### src/rtl/mac_operand_feeder_pkg.sv
// Shared types and constants for the MAC operand feeder: FSM state encoding,
// fp32 zero pattern, MAC cadence length and default register-file geometry.
package mac_feeder_pkg;

  localparam int DEPTH_DEFAULT = 16;
  localparam int AW_DEFAULT    = 4;
  localparam int PHASES        = 3;

  localparam logic [31:0] FP_ZERO = 32'h0000_0000;

  typedef enum logic [2:0] {
    ST_IDLE  = 3'd0,
    ST_CLR   = 3'd1,
    ST_FEED  = 3'd2,
    ST_DRAIN = 3'd3,
    ST_HOLD  = 3'd4
  } state_e;

endpackage

### src/rtl/mac_operand_feeder_if.sv
// Bus bundle between the feeder, its host (writes/start/result) and the MAC.
// Handshake: a result transfers on any edge where result_valid_x70 and
// result_ready_x70 are both high; valid never drops before that transfer.
interface mac_operand_feeder_if
  import mac_feeder_pkg::*;
  #(parameter int AW = AW_DEFAULT);

  logic          wr_en_x70;
  logic          wr_sel_x70;
  logic [AW-1:0] wr_addr_x70;
  logic [31:0]   wr_data_x70;
  logic          start_x70;
  logic [AW:0]   len_x70;
  logic          busy_x70;
  logic          mac_rst_x70;
  logic [31:0]   mac_a_x70;
  logic [31:0]   mac_b_x70;
  logic [31:0]   mac_out_x70;
  logic [31:0]   result_x70;
  logic          result_valid_x70;
  logic          result_ready_x70;
  state_e        state_x70;

  modport slave (
    input  wr_en_x70, wr_sel_x70, wr_addr_x70, wr_data_x70,
    input  start_x70, len_x70, mac_out_x70, result_ready_x70,
    output busy_x70, mac_rst_x70, mac_a_x70, mac_b_x70,
    output result_x70, result_valid_x70, state_x70
  );

  modport master (
    output wr_en_x70, wr_sel_x70, wr_addr_x70, wr_data_x70,
    output start_x70, len_x70, mac_out_x70, result_ready_x70,
    input  busy_x70, mac_rst_x70, mac_a_x70, mac_b_x70,
    input  result_x70, result_valid_x70, state_x70
  );

endinterface

### src/rtl/mac_operand_feeder_operand_rf.sv
// Paired activation/weight register files: one shared write port steered by
// a select bit, and one combinational read port returning both entries at k.
module operand_rf #(
  parameter int DEPTH = 16,
  parameter int AW    = 4
) (
  input  logic          clk_i,
  input  logic          rst_i,
  input  logic          we_i,
  input  logic          sel_i,
  input  logic [AW-1:0] waddr_i,
  input  logic [31:0]   wdata_i,
  input  logic [AW-1:0] raddr_i,
  output logic [31:0]   act_o,
  output logic [31:0]   wt_o
);

  logic [31:0] act_q [DEPTH];
  logic [31:0] wt_q  [DEPTH];

  always_ff @(posedge clk_i or posedge rst_i) begin
    if (rst_i) begin
      for (int i = 0; i < DEPTH; i++) begin
        act_q[i] <= '0;
        wt_q[i]  <= '0;
      end
    end else if (we_i) begin
      if (sel_i) wt_q[waddr_i]  <= wdata_i;
      else       act_q[waddr_i] <= wdata_i;
    end
  end

  assign act_o = act_q[raddr_i];
  assign wt_o  = wt_q[raddr_i];

endmodule

### src/rtl/mac_operand_feeder.sv
// Sequences stored activation/weight pairs into a 3-cycle fp32 MAC, drains it,
// and returns the captured dot product over a valid/ready handshake.
module mac_operand_feeder
  import mac_feeder_pkg::*;
  #(
  parameter int DEPTH = DEPTH_DEFAULT,
  parameter int AW    = AW_DEFAULT
) (
  input  logic                clk_x70,
  input  logic                reset_x70,
  mac_operand_feeder_if.slave feed_if
);

  localparam logic [AW:0]   DEPTH_L = (AW+1)'(DEPTH);
  localparam logic [AW:0]   N_ONE   = (AW+1)'(1);
  localparam logic [AW-1:0] K_ONE   = AW'(1);
  localparam logic [1:0]    PH_LAST = 2'(PHASES - 1);

  state_e        state_q, state_d;
  logic [AW:0]   n_q, n_d;
  logic [AW-1:0] k_q, k_d;
  logic [1:0]    ph_q, ph_d;
  logic [31:0]   result_q, result_d;
  logic          valid_q, valid_d;
  logic          busy_q, busy_d;
  logic          mac_rst_q, mac_rst_d;
  logic [31:0]   mac_a_q, mac_a_d;
  logic [31:0]   mac_b_q, mac_b_d;
  logic [AW:0]   len_clamped;
  logic [31:0]   act_rd, wt_rd;

  // Read at the next term index so the registered operands line up with k.
  operand_rf #(.DEPTH(DEPTH), .AW(AW)) u_rf (
    .clk_i   (clk_x70),
    .rst_i   (reset_x70),
    .we_i    (feed_if.wr_en_x70 && (state_q == ST_IDLE)),
    .sel_i   (feed_if.wr_sel_x70),
    .waddr_i (feed_if.wr_addr_x70),
    .wdata_i (feed_if.wr_data_x70),
    .raddr_i (k_d),
    .act_o   (act_rd),
    .wt_o    (wt_rd)
  );

  assign len_clamped = (feed_if.len_x70 > DEPTH_L) ? DEPTH_L : feed_if.len_x70;

  always_comb begin
    state_d  = state_q;
    n_d      = n_q;
    k_d      = k_q;
    ph_d     = ph_q;
    result_d = result_q;
    valid_d  = valid_q;
    unique case (state_q)
      ST_IDLE: begin
        if (feed_if.start_x70) begin
          n_d = len_clamped;
          if (len_clamped == '0) begin
            state_d  = ST_HOLD;
            result_d = FP_ZERO;
            valid_d  = 1'b1;
          end else begin
            state_d = ST_CLR;
          end
        end
      end
      ST_CLR: begin
        k_d     = '0;
        ph_d    = '0;
        state_d = ST_FEED;
      end
      ST_FEED: begin
        if (ph_q == PH_LAST) begin
          ph_d = '0;
          if ({1'b0, k_q} == n_q - N_ONE) state_d = ST_DRAIN;
          else                            k_d     = k_q + K_ONE;
        end else begin
          ph_d = ph_q + 2'd1;
        end
      end
      ST_DRAIN: begin
        // The last real product has been accumulated by the end of the zero triplet.
        if (ph_q == PH_LAST) begin
          ph_d     = '0;
          result_d = feed_if.mac_out_x70;
          valid_d  = 1'b1;
          state_d  = ST_HOLD;
        end else begin
          ph_d = ph_q + 2'd1;
        end
      end
      ST_HOLD: begin
        if (feed_if.result_ready_x70) begin
          valid_d = 1'b0;
          state_d = ST_IDLE;
        end
      end
      default: state_d = ST_IDLE;
    endcase

    busy_d    = (state_d != ST_IDLE);
    mac_rst_d = (state_d == ST_CLR);
    mac_a_d   = (state_d == ST_FEED) ? act_rd : FP_ZERO;
    mac_b_d   = (state_d == ST_FEED) ? wt_rd  : FP_ZERO;
  end

  always_ff @(posedge clk_x70 or posedge reset_x70) begin
    if (reset_x70) begin
      state_q   <= ST_IDLE;
      n_q       <= '0;
      k_q       <= '0;
      ph_q      <= '0;
      result_q  <= FP_ZERO;
      valid_q   <= 1'b0;
      busy_q    <= 1'b0;
      mac_rst_q <= 1'b1;
      mac_a_q   <= FP_ZERO;
      mac_b_q   <= FP_ZERO;
    end else begin
      state_q   <= state_d;
      n_q       <= n_d;
      k_q       <= k_d;
      ph_q      <= ph_d;
      result_q  <= result_d;
      valid_q   <= valid_d;
      busy_q    <= busy_d;
      mac_rst_q <= mac_rst_d;
      mac_a_q   <= mac_a_d;
      mac_b_q   <= mac_b_d;
    end
  end

  assign feed_if.busy_x70         = busy_q;
  assign feed_if.mac_rst_x70      = mac_rst_q;
  assign feed_if.mac_a_x70        = mac_a_q;
  assign feed_if.mac_b_x70        = mac_b_q;
  assign feed_if.result_x70       = result_q;
  assign feed_if.result_valid_x70 = valid_q;
  assign feed_if.state_x70        = state_q;

endmodule

### src/flat_wrapper.sv
// flat-port wrapper written by rule: the top's interface ports become plain ports
module mac_operand_feeder_flat import mac_feeder_pkg::*;
#(
  parameter int DEPTH = DEPTH_DEFAULT,
  parameter int AW    = AW_DEFAULT
)
  (clk_x70, reset_x70, feed_if_wr_en_x70, feed_if_wr_sel_x70, feed_if_wr_addr_x70, feed_if_wr_data_x70, feed_if_start_x70, feed_if_len_x70, feed_if_mac_out_x70, feed_if_result_ready_x70, feed_if_busy_x70, feed_if_mac_rst_x70, feed_if_mac_a_x70, feed_if_mac_b_x70, feed_if_result_x70, feed_if_result_valid_x70, feed_if_state_x70);
  mac_operand_feeder_if #(.AW(AW)) feed_if_i ();
  input  logic clk_x70;
  input  logic reset_x70;
  input wire logic [$bits(feed_if_i.wr_en_x70)-1:0] feed_if_wr_en_x70;
  input wire logic [$bits(feed_if_i.wr_sel_x70)-1:0] feed_if_wr_sel_x70;
  input wire logic [$bits(feed_if_i.wr_addr_x70)-1:0] feed_if_wr_addr_x70;
  input wire logic [$bits(feed_if_i.wr_data_x70)-1:0] feed_if_wr_data_x70;
  input wire logic [$bits(feed_if_i.start_x70)-1:0] feed_if_start_x70;
  input wire logic [$bits(feed_if_i.len_x70)-1:0] feed_if_len_x70;
  input wire logic [$bits(feed_if_i.mac_out_x70)-1:0] feed_if_mac_out_x70;
  input wire logic [$bits(feed_if_i.result_ready_x70)-1:0] feed_if_result_ready_x70;
  output wire logic [$bits(feed_if_i.busy_x70)-1:0] feed_if_busy_x70;
  output wire logic [$bits(feed_if_i.mac_rst_x70)-1:0] feed_if_mac_rst_x70;
  output wire logic [$bits(feed_if_i.mac_a_x70)-1:0] feed_if_mac_a_x70;
  output wire logic [$bits(feed_if_i.mac_b_x70)-1:0] feed_if_mac_b_x70;
  output wire logic [$bits(feed_if_i.result_x70)-1:0] feed_if_result_x70;
  output wire logic [$bits(feed_if_i.result_valid_x70)-1:0] feed_if_result_valid_x70;
  output wire logic [$bits(feed_if_i.state_x70)-1:0] feed_if_state_x70;
  assign feed_if_i.wr_en_x70 = feed_if_wr_en_x70;
  assign feed_if_i.wr_sel_x70 = feed_if_wr_sel_x70;
  assign feed_if_i.wr_addr_x70 = feed_if_wr_addr_x70;
  assign feed_if_i.wr_data_x70 = feed_if_wr_data_x70;
  assign feed_if_i.start_x70 = feed_if_start_x70;
  assign feed_if_i.len_x70 = feed_if_len_x70;
  assign feed_if_i.mac_out_x70 = feed_if_mac_out_x70;
  assign feed_if_i.result_ready_x70 = feed_if_result_ready_x70;
  assign feed_if_busy_x70 = feed_if_i.busy_x70;
  assign feed_if_mac_rst_x70 = feed_if_i.mac_rst_x70;
  assign feed_if_mac_a_x70 = feed_if_i.mac_a_x70;
  assign feed_if_mac_b_x70 = feed_if_i.mac_b_x70;
  assign feed_if_result_x70 = feed_if_i.result_x70;
  assign feed_if_result_valid_x70 = feed_if_i.result_valid_x70;
  assign feed_if_state_x70 = feed_if_i.state_x70;
  mac_operand_feeder #(.DEPTH(DEPTH), .AW(AW)) u_core (.clk_x70(clk_x70), .reset_x70(reset_x70), .feed_if(feed_if_i));
endmodule
### config.mk
export PLATFORM = sky130hd
export DESIGN_NAME = mac_operand_feeder_flat
export DESIGN_NICKNAME = d
export VERILOG_FILES = /design/src/rtl/mac_operand_feeder_pkg.sv /design/src/rtl/mac_operand_feeder_if.sv /design/src/rtl/mac_operand_feeder_operand_rf.sv /design/src/rtl/mac_operand_feeder.sv /design/src/flat_wrapper.sv
export SDC_FILE = /design/constraint.sdc
export NUM_CORES = 2
export LEC_CHECK = 0
export CAP_MARGIN = 20
export CORE_MARGIN = 10
export CORE_UTILIZATION = 61
export CTS_CLUSTER_SIZE = 30
export DETAILED_ROUTE_END_ITERATION = 8
export GPL_ROUTABILITY_DRIVEN = 0
export PLACE_DENSITY_LB_ADDON = 0.12
export SYNTH_ARGS = -nofsm -noshare
export SYNTH_HDL_FRONTEND = slang
export SYNTH_HIERARCHICAL = 1
export SYNTH_SLANG_ARGS = --single-unit
### constraint.sdc
create_clock -name clk_x70 -period 48.2 [get_ports clk_x70]
set_input_delay 7.23 -clock clk_x70 [delete_from_list [all_inputs] [get_ports clk_x70]]
set_output_delay 7.23 -clock clk_x70 [all_outputs]
set_load 0.03 [all_outputs]
==> impl_metrics.yaml <==
outcome:
  status: "completed"
sta:
  final_hold_viol_count: 0
  slew_viol_final: 0
  slew_headroom_pct: 18.5
  finalWorstPathRequiredPeriod_ps: 10590
  setup_viol: 0
  rsz0062_at_grt: "false"
  fin_skew_ps: 20.2
  fmax_mhz: 94.4
  finalCritPeriodShare_pct: 22.0
  setup_tns_ps: 0
  tightest_slew_ps: 1220
clock_network:
  insertion_delay_ps: 680
  clkSlewWorstSetupHoldPaths_ps: 60
  cts_hold_buf: 0
  clockBufferDepth: 3
  clockRootBuffer: "clkbuf_16"
  clock_sink_count: 1137
  cts_setup_buffers: 0
  cts_buffers: 115
  cts_resized: 0
  cts_tree: "built"
  h-tree-depth: 3
job:
  maxCapViolCount: 0
route:
  viasPerCell: 6.43
  drcViolationCount: 0
  drt-initial-drc-count: 2125
  drtAntennaViolNets: 0
  vias: 28566
  drt-total-wl_um: 127000
  wl_per_cell_um: 28.6
  drt_first_pass_iters: 5
floorplan:
  row_count: 105
  die_area_sq_um: 94000
  start_util_pct: 61.3
  coreArea_sq_um: 81700
  ioPinCount: 181
  die_w_um: 307
  fp.dieH_um: 307
global_routing:
  grt_pass1_vias: 31640
  grt_pass1_wl_um: 194000
  grt_max_degree: 209
  grt-ovfl-total: 0
  antenna_found_initial: 3
  track_usage_pct: 27.2
logic_synthesis:
  synth-async-reset-ratio_pct: 100
  ys_ff_latch: 1137
  synth_top_area_cell: "dfrtp_1"
  ys.flop_type: "dfrtp_1"
  ys_types: 45
  mappedNetlistArea_sq_um: 50100
  avgSynthCellArea_sq_um: 15.7
  synth_edf_count: 0
  ys_seq_area_share_pct: 56.8
  synth_area_leaders: "dfrtp_1 (57%), mux2_2 (23%), mux4_2 (12%)"
  synthCells: 3193
  yosys_warnings: 6
  yosys.area.top_type_share_pct: 56.8
  synth_fp_nets: 3274
worst_setup_path:
  crit_end: "u_core/u_rf/wt_q[457]"
  cp.arrival_ps: 11260
  path_max_fanout: 172
  critical_path.max_stage_delay_ps: 870
  required_ps: 48870
  rrSetupSlack_ps: 42280
  crit_chain: "clkdlybuf4s50_1 > inv_8 > buf_4 > buf_12 > buf_4"
  crit_type: "input port to asynchronous set/reset pin"
  cp-start-kind: "input port"
  crit_path_top_delay_cell: "buf_4"
  crit_path_frequent_cell: "buf_4"
  r2r_start: "u_core/feed_if.state_x70[1]"
  worstRegToRegCells: 11
  end_kind: "asynchronous set/reset pin"
  crit_start: "reset_x70"
  r2r_end: "u_core/feed_if.mac_b_x70[0]"
worst_hold_path:
  min_path_type: "register to register"
power_and_ir_drop:
  powerDensity_nw_per_um2: 53.7
  p_leak_nw: 27.5
  ir_drop_mv: 0.0616
finish:
  final_net_count: 3360
  synthToLayoutAreaGrowth_pct: 14.3
  drive_above_1_share_pct: 47.4
  layout_common_cells: "dfrtp_1 (1136), mux2_2 (1011), mux4_2 (256)"
  final_common_cell: "dfrtp_1"
  final_util_pct: 70.1
  multiInputGateArea_sq_um: 20300
  fillCellCount: 5267
  ff_latch_area_sq_um: 28500
place:
  portBuffers: 180
  hpwl_um: 70900
==> through the flow <==
step,area (sq um),hold WS (ps),setup slack (ps),std cells,power [mW]
global route,57300,508,37110,4444,3.22
global placement,52500,464,37110,4199,2.11
floorplan,50100,453,12150,3193,1.88
CTS,56600,493,37560,4414,3.09
detailed placement,52600,480,36840,4202,2.15
finish,57300,493,37610,4445,3.08
==> synth_stat cells, drive strengths merged (2+ instances only) <==
cell    count
dfrtp    1136
mux2     1025
mux4      256
buf       157
clkbuf    141
a22oi     129
nand2     119
and2       67
inv        38
mux2i      35
nor2       22
nor2b       7
nand2b      6
nand3       5
o21ai       5
nand4b      4
nor3        4
xnor2       4
a21oi       3
and4bb      3
nand3b      3
or3         3
ha          2
nand4       2
xor2        2
==> per-layer routing <==
layer | up-vias | GRT usage (%) | wire length, um
met2 | 856 | 46.5 | 64600
met3 | 243 | 4.56 | 7220
li1 | 11858 | - | -
met4 | 4 | 8.97 | 3950
met1 | 15605 | 35.4 | 51500
met5 | - | 0 | 21
==> cell families after synthesis <==
group | count (synthesis) | share of synthesized area, %
buffers and inverters | 336 | 3.07
XOR/XNOR | 6 | 0.105
adder cells (fa/ha/maj) | 2 | 0.0499
AO/OA/AOI/OAI | 145 | 2.20
AND/OR/NAND/NOR | 251 | 2.52
multiplexers | 1316 | 35.3
flip-flops | 1137 | 56.8
==> layout make-up <==
type / count / share of cell area, %
clock buffer: 164 / 5.93
multi-input combinational: 1720 / 35.5
clock inverter: 48 / 1.11
sequential: 1137 / 49.7
tap: 1070 / 2.34
inverter: 38 / 0.271
antenna: 1 / 0.00437
timing repair buffer: 267 / 5.18
==> critical path, delay by kind of cell <==
family   cells  cell delay, ps
buf+inv      5            3630
==> power by group <==
part | total, mW | leakage (nW) | internal [mW] | switching [mW]
logic | 0.901 | 10.1 | 0.437 | 0.464
registers | 1.24 | 15.5 | 1.14 | 0.0972
clock network | 0.938 | 2.00 | 0.563 | 0.375
total | 3.08 | 27.5 | 2.14 | 0.936
==> flip-flops by register name, indices dropped and copies added, names as in the netlist <==
| signal | cells |
|---|---|
| u_core/u_rf/act_q | 512 |
| u_core/u_rf/wt_q | 512 |
| u_core/feed_if.mac_a_x70 | 32 |
| u_core/feed_if.mac_b_x70 | 32 |
| u_core/feed_if.result_x70 | 32 |
| u_core/n_q | 5 |
| u_core/k_q | 4 |
| u_core/feed_if.state_x70 | 3 |
| u_core/ph_q | 2 |
| u_core/feed_if.busy_x70 | 1 |
| u_core/feed_if.mac_rst_x70 | 1 |
| u_core/feed_if.result_valid_x70 | 1 |
==> worst min-delay path by stage <==
stage	startpoint	end	slack, ps	depth (start not counted)
final	u_core/u_rf/wt_q[368]	u_core/u_rf/wt_q[368]	490	1
after CTS	u_core/u_rf/act_q[107]	u_core/u_rf/act_q[107]	490	1
after global placement	u_core/u_rf/wt_q[119]	u_core/u_rf/wt_q[119]	460	1
after detailed placement	u_core/u_rf/act_q[100]	u_core/u_rf/act_q[100]	480	1
after floorplan	u_core/u_rf/wt_q[119]	u_core/u_rf/wt_q[119]	450	1
after global routing	u_core/u_rf/act_q[425]	u_core/u_rf/act_q[425]	510	1
No activity file was read; power rests on OpenSTA's default activity.
